## src/rtl/rect_mask_pkg.sv

```systemverilog
// Shared definitions for the masked RECTANGLE S-box schedulers.
package rect_mask_pkg;

  localparam int NIBBLE_W    = 4;
  localparam int STATE_W     = 64;
  localparam int NIB_DEFAULT = 16;
  localparam int LAT_DEFAULT = 2;

  typedef enum logic [1:0] {
    IDLE  = 2'd0,
    FEED  = 2'd1,
    DRAIN = 2'd2,
    DONE  = 2'd3
  } sched_state_t;

endpackage

```

## src/rtl/mask_lat_tracker.sv

```systemverilog
// Valid-bit delay line that mirrors the register depth of a masked core.
// It advances only on cycles where the core itself advances, so its output
// marks the cycles on which the core output carries a real nibble.
module mask_lat_tracker #(
  parameter int LAT = 2
) (
  input  logic clk,
  input  logic rst,
  input  logic i_en,
  input  logic i_din,
  output logic o_dout
);

  logic [LAT-1:0] r_pipe;

  // Shift the valid bit one stage per enabled cycle; hold during stalls.
  always_ff @(posedge clk or posedge rst) begin
    if (rst) begin
      r_pipe <= '0;
    end else if (i_en) begin
      r_pipe[0] <= i_din;
      for (int i = 1; i < LAT; i++) begin
        r_pipe[i] <= r_pipe[i-1];
      end
    end
  end

  assign o_dout = r_pipe[LAT-1];

endmodule

```

## src/rtl/masked_sbox_sched.sv

```systemverilog
// Serialises a 3-share state through one shared masked S-box core, one nibble
// per enabled cycle, and reassembles the 3-share result. Each share keeps its
// own feed and result datapath; shares are never mixed here.
module masked_sbox_sched
  import rect_mask_pkg::*;
#(
  parameter int NIB = NIB_DEFAULT,
  parameter int LAT = LAT_DEFAULT
) (
  input  logic                      clk,
  input  logic                      rst,
  input  logic                      start,
  input  logic [NIBBLE_W*NIB-1:0]   s1_in,
  input  logic [NIBBLE_W*NIB-1:0]   s2_in,
  input  logic [NIBBLE_W*NIB-1:0]   s3_in,
  output logic [NIBBLE_W*NIB-1:0]   s1_out,
  output logic [NIBBLE_W*NIB-1:0]   s2_out,
  output logic [NIBBLE_W*NIB-1:0]   s3_out,
  output logic                      busy,
  output logic                      done,
  input  logic                      rnd_valid,
  output logic                      rnd_ready,
  output logic                      core_en,
  output logic [NIBBLE_W-1:0]       core_x1,
  output logic [NIBBLE_W-1:0]       core_x2,
  output logic [NIBBLE_W-1:0]       core_x3,
  input  logic [NIBBLE_W-1:0]       core_y1,
  input  logic [NIBBLE_W-1:0]       core_y2,
  input  logic [NIBBLE_W-1:0]       core_y3
);

  localparam int W  = NIBBLE_W * NIB;
  localparam int CW = $clog2(NIB + 1);
  localparam logic [CW-1:0] LAST = CW'(NIB - 1);

  sched_state_t  r_state;
  logic [W-1:0]  r_feed1, r_feed2, r_feed3;
  logic [W-1:0]  r_res1, r_res2, r_res3;
  logic [W-1:0]  r_out1, r_out2, r_out3;
  logic [CW-1:0] r_fcnt, r_ccnt;

  logic          w_busy, w_en, w_trackIn, w_trackOut, w_capture, w_lastCapture;
  logic [W-1:0]  w_res1Next, w_res2Next, w_res3Next;

  assign w_busy        = (r_state == FEED) || (r_state == DRAIN);
  assign w_en          = w_busy && rnd_valid;
  assign w_trackIn     = (r_state == FEED);
  assign w_capture     = w_en && w_trackOut;
  assign w_lastCapture = w_capture && (r_ccnt == LAST);

  // Core outputs enter at the top so nibble i ends at bits [4i+3:4i].
  assign w_res1Next = {core_y1, r_res1[W-1:NIBBLE_W]};
  assign w_res2Next = {core_y2, r_res2[W-1:NIBBLE_W]};
  assign w_res3Next = {core_y3, r_res3[W-1:NIBBLE_W]};

  mask_lat_tracker #(.LAT(LAT)) u_tracker (
    .clk    (clk),
    .rst    (rst),
    .i_en   (w_en),
    .i_din  (w_trackIn),
    .o_dout (w_trackOut)
  );

  // Sequencer: latch shares, feed nibbles, collect core results, publish.
  always_ff @(posedge clk or posedge rst) begin
    if (rst) begin
      r_state <= IDLE;
      r_feed1 <= '0;
      r_feed2 <= '0;
      r_feed3 <= '0;
      r_res1  <= '0;
      r_res2  <= '0;
      r_res3  <= '0;
      r_out1  <= '0;
      r_out2  <= '0;
      r_out3  <= '0;
      r_fcnt  <= '0;
      r_ccnt  <= '0;
    end else begin
      if (w_capture) begin
        r_res1 <= w_res1Next;
        r_res2 <= w_res2Next;
        r_res3 <= w_res3Next;
        r_ccnt <= r_ccnt + CW'(1);
      end
      case (r_state)
        IDLE: begin
          if (start) begin
            r_feed1 <= s1_in;
            r_feed2 <= s2_in;
            r_feed3 <= s3_in;
            r_fcnt  <= '0;
            r_ccnt  <= '0;
            r_state <= FEED;
          end
        end
        FEED: begin
          if (w_en) begin
            r_feed1 <= r_feed1 >> NIBBLE_W;
            r_feed2 <= r_feed2 >> NIBBLE_W;
            r_feed3 <= r_feed3 >> NIBBLE_W;
            r_fcnt  <= r_fcnt + CW'(1);
            if (r_fcnt == LAST) begin
              r_state <= DRAIN;
            end
          end
        end
        DRAIN: begin
          if (w_lastCapture) begin
            r_out1  <= w_res1Next;
            r_out2  <= w_res2Next;
            r_out3  <= w_res3Next;
            r_state <= DONE;
          end
        end
        DONE: begin
          r_state <= IDLE;
        end
        default: begin
          r_state <= IDLE;
        end
      endcase
    end
  end

  assign s1_out    = r_out1;
  assign s2_out    = r_out2;
  assign s3_out    = r_out3;
  assign busy      = w_busy;
  assign done      = (r_state == DONE);
  assign core_en   = w_en;
  assign rnd_ready = w_en;
  assign core_x1   = (r_state == FEED) ? r_feed1[NIBBLE_W-1:0] : '0;
  assign core_x2   = (r_state == FEED) ? r_feed2[NIBBLE_W-1:0] : '0;
  assign core_x3   = (r_state == FEED) ? r_feed3[NIBBLE_W-1:0] : '0;

endmodule
```

## config.mk

```make
export PLATFORM = sky130hd
export DESIGN_NAME = masked_sbox_sched
export DESIGN_NICKNAME = d
export VERILOG_FILES = /design/src/rtl/rect_mask_pkg.sv /design/src/rtl/mask_lat_tracker.sv /design/src/rtl/masked_sbox_sched.sv
export SDC_FILE = /design/constraint.sdc
export NUM_CORES = 1
export LEC_CHECK = 0
export ABC_AREA = 1
export CAP_MARGIN = 20
export CORE_MARGIN = 2
export CORE_UTILIZATION = 55
export DETAILED_ROUTE_END_ITERATION = 10
export PLACE_DENSITY = 0.94
export SETUP_SLACK_MARGIN = 0.2
export SLEW_MARGIN = 20
export SYNTH_ARGS = -nofsm -noshare
export SYNTH_HDL_FRONTEND = slang
export SYNTH_SLANG_ARGS = --single-unit
export TNS_END_PERCENT = 20
```

## constraint.sdc

```tcl
create_clock -name clk -period 39.9 [get_ports clk]
set_input_delay 3.99 -clock clk [delete_from_list [all_inputs] [get_ports clk]]
set_output_delay 3.99 -clock clk [all_outputs]
set_load 0.005 [all_outputs]
```

# Yosys cells after proc, flatten, opt, wreduce, memory -nomap -nowiden
# Index checks and enable logic that the tools add are counted.
totals:
  output_inout_bits: 208
  input_bits: 208
  wordCells: 56
  regBits: 590
classes:
  n_addsub: 2
  n_reduce_logical: 9
  n_eq_ne: 9
  muxes: 23
ops:
  columns: ["op", "count"]
  rows:
  - ["$mux W64", 6]
  - ["$pmux W64 S2", 3]
  - ["$mux W5", 5]
  - ["$mux W4", 3]
  - ["$add A5 B1 Y5 const B", 2]
  - ["$eq A5 B4 Y1 const B", 2]
  - ["$pmux W5 S2", 1]
  - ["$mux W2", 4]
  - ["$ne A2 B2 Y1 const B", 4]
  - ["$pmux W2 S4", 1]
  - ["$eq A2 B2 Y1 const B", 2]
  - ["$reduce_and A4 Y1", 1]
  - ["$logic_and A1 B1 Y1", 3]
  - ["$reduce_and A3 Y1", 1]
  - ["$eq A2 B1 Y1 const B", 1]
  - ["$logic_not A2 Y1", 1]
  - ["$reduce_and A2 Y1", 1]
  - ["$reduce_bool A2 Y1", 1]
  - ["$logic_or A1 B1 Y1", 1]

# Depth between registers and ports, before layout
depth:
  word_depth: 7
  ltp_mapped: 11
  mapped_depth_nobuf: 11

# Hierarchy
# A second synthesis with hierarchy kept.
unflattened:
  hier_cells: 2556
  hier_area_um2: 23670.2
modules_own_cells:
  columns: ["mod", "n_inst", "seq_area_each_um2", "cells_per_inst", "area_each_um2"]
  rows:
  - ["masked_sbox_sched", 1, 14413.8, 2546, 23590.1]
  - ["mask_lat_tracker", 1, 50.0, 10, 80.1]

# Worst setup path after synthesis
# No wires, ideal clock.
synth_path:
  path_type: "input port to output port"
  from: "input rnd_valid"
  to: "output rnd_ready"
  stages: 3
  required_ns: 35.910
  arrival_time_ns: 4.318
  path_buffers: 1
  path_slack_ns: 31.592
  cell_sequence: "nand2_2 -> inv_1 -> buf_4"
synth_via:
  elab_chain_cells: 1
synth_rtl:
  columns: ["item", "line_no", "text"]
  rows:
  - ["start, declared", "masked_sbox_sched.sv:21", "input logic rnd_valid,"]
  - ["$logic_and A1 B1 Y1", "masked_sbox_sched.sv:46", "assign w_en = w_busy && rnd_valid;"]
  - ["end, declared", "masked_sbox_sched.sv:22", "output logic rnd_ready,"]
# No other way between the ends.

# Final worst setup path
# Ends and elaborated chain as after synthesis.

==> metrics.csv <==
stage;metric;value;unit
drt;drt total wl;63.7;mm
clocking;clock-pin slew on the worst setup and hold paths;0.06;ns
yosys;Syn Nets;2769;
power;P per Cell Area;68.8;mW/mm2
min_path;Hold Crit Class;register to register;
floorplanning;Die X;212;um
critical_path;R2R cell count;10;
clocking;Post-CTS Hold Fix Bufs;0;
cells_and_area;Reg area;0.0145;mm2
drt;drt wl/cell;18.4;um
clocking;post-CTS sizing;0;
critical_path;R2R Path End;s1_out[50];
clocking;Max clock buf depth;3;
yosys;Cell variety after synth;22;
clocking;TritonCTS buffer count;58;
timing;fmax;0.107;GHz
drt;DR iter-0 viols;2118;
timing;final hold vios;0;
critical_path;Critical Path Source;rnd_valid;
min_path;hold_sp;r_feed2[63];
timing;final number of setup-violating endpoints;0;
floorplanning;row count;76;
global_route;global route overflow;0;
floorplanning;IO Pins;416;
floorplanning;die height;212;um
global_route;Total GRT Usage;28.3;%
place;RePlAce Congestion;0.866;
critical_path;crit end category;primary output;
timing;Period minus WS final;9.34;ns
critical_path;Critical Path Sink;rnd_ready;
timing;setup TNS;0;ns
yosys;Yosys warnings;0;
yosys;Most used DFF post-synth;dfrtp_1;
cells_and_area;Multi-input gate area;0.00751;mm2
cells_and_area;fillers;2818;
cells_and_area;commonest cells after routing, fill and taps aside;nand2_1 (615), dfrtp_1 (578), o21ai_0 (417);
timing;Worst Skew;0.0236;ns
clocking;Clock Root Buffer;clkbuf_16;
yosys;post-synthesis async set-or-reset flop share;100;%
drt;DR vias/cell;5.56;
yosys;Mapped Area;0.0237;mm2
clocking;CTS H-tree lvls;2;
drt;detailed-router iteration count before antenna repair;7;
yosys;sequential share of the synthesized area;61.1;%
critical_path;Worst Setup Start Kind;input pin;
yosys;Mapped Cells;2552;
global_route;GR Util met1;34.6;%
timing;measured slew at the worst slew-check pin;1.10;ns
yosys;number of enable flip-flop cells after synthesis;0;
critical_path;critical path class;input pin to primary output;
outcome;status;finished clean;
clocking;CTS tree;done;
critical_path;CP arrival;5.35;ns
global_route;GR peak layer;met2;
cells_and_area;Layout area overhead;25.3;%
cells_and_area;Nets;3091;
drt;DRC errors left;0;
clocking;Clock Latency Late Sink;0.63;ns
timing;Slew Viols, Final;0;
global_route;pin count of the biggest net entering global routing;258;
drt;vias after detailed routing;19200;
global_route;met2 Use GR;46.5;%
clocking;buffer count from post-CTS setup fixing;0;
clocking;Clock Sinks;578;
cells_and_area;layout cell share with drive strength beyond 1;10.1;%
yosys;synthesized area per cell;9.28;um2
timing;crit share post-route;23.4;%
cells_and_area;commonest non-fill, non-tap cell in the layout;nand2_1;
global_route;vias in the first global route;19300;
critical_path;reg2reg start;r_state[0];
critical_path;CP Max Fanout;6;
drt;Post-DRT Antenna Nets;0;
global_route;initial antenna violation count;3;
power;VDD IR max;0.0587;mV
global_route;first-pass GRT wire length;101;mm
critical_path;Critical Path RT;35.91;ns
place;Buffers on Ports;415;
timing;RSZ-0062 raised after global routing;false;
global_route;met3 usage;9.15;%
flow_run;max-cap check violation count;0;
place;DP HPWL;39.5;mm
power;Pwr Total;2040;uW
timing;slew margin rel.;26.4;%
critical_path;reg-to-reg setup timing slack;35.12;ns
floorplanning;Starting Density;55.3;%
yosys;post-synthesis register bit count;578;
power;Pleak;0.0134;uW
floorplanning;Placeable Area;0.0428;mm2
floorplanning;Die Area;0.0447;mm2
==> cells by family (layout without fill, tap and decap cells) <==
logic type / Yosys count / in the layout / synth area share (%)
simple gates: 833 / 833 / 15.4
compound gates: 744 / 744 / 15.7
flops: 578 / 578 / 61.1
buf+inv: 388 / 750 / 7.33
fa+ha+maj: 9 / 9 / 0.476
other cells: 0 / 4 / 0
==> worst min-delay path by stage <==
stage                       end  slack, ns  cells past startpoint
floorplan           r_feed1[60]       0.44                      2
global placement    r_feed2[63]       0.45                      2
detailed placement  r_feed2[63]       0.45                      2
CTS                 r_feed2[63]       0.47                      2
global route        r_feed1[63]       0.50                      2
finish              r_feed2[63]       0.47                      2
==> flip-flops by register name, indices dropped and copies added (netlist names), 5 cells and up <==
name	flops
r_feed2	64
s1_out	64
r_res3	60
r_ccnt	5
r_fcnt	5
s2_out	64
s3_out	64
r_feed1	64
r_res1	60
r_res2	60
r_feed3	64
==> power by group <==
group / internal (uW) / total, uW / switching (uW)
registers: 783 / 890 / 106
clock network: 306 / 541 / 235
logic: 211 / 610 / 399
total: 1300 / 2040 / 740
==> cells in the mapped netlist, drive strengths merged, types with 3 or more instances <==
cell type  instances  area [um2]
buf              105         674
nor2               9        41.3
inv              219         822
nand2            616        2310
ha                 9         113
clkbuf            64         240
or2              183        1140
nand4              4        25.0
a21oi              3        15.0
o21ai            740        3700
dfrtp            578       14500
nand3             20         110
==> per-layer routing <==
metal,wire [um],up-vias
met5,0,-
li1,-,8844
met1,24200,9375
met4,2840,0
met3,6070,191
met2,30600,835
==> critical path, stage by stage <==
cell and delay, ns:
clkdlybuf4s50_1 0.56, nand2_2 0.14, inv_1 0.15, clkdlybuf4s50_1 0.51
==> layout make-up <==
| class | count | share of cell area (%) |
|---|---|---|
| tap | 546 | 2.30 |
| multi-input combinational | 1586 | 25.3 |
| antenna | 4 | 0.0337 |
| clock buffer | 82 | 5.67 |
| inverter | 219 | 2.80 |
| clock inverter | 18 | 0.654 |
| timing repair buffer | 431 | 14.5 |
| sequential | 578 | 48.7 |
==> through the flow <==
stage	instance area [um2]	hold WS, ns	cells	utilization (%)	setup slack (ns)
after floorplan	23700	0.437	2552	-	19.74
after global placement	27800	0.448	3360	64.9	30.61
after detailed placement	27800	0.454	3360	64.9	30.60
after CTS	29700	0.468	3460	69.3	30.59
after global routing	29700	0.502	3463	69.3	30.51
final	29700	0.471	3464	69.4	30.56
No activity file was read; power rests on OpenSTA's default activity.
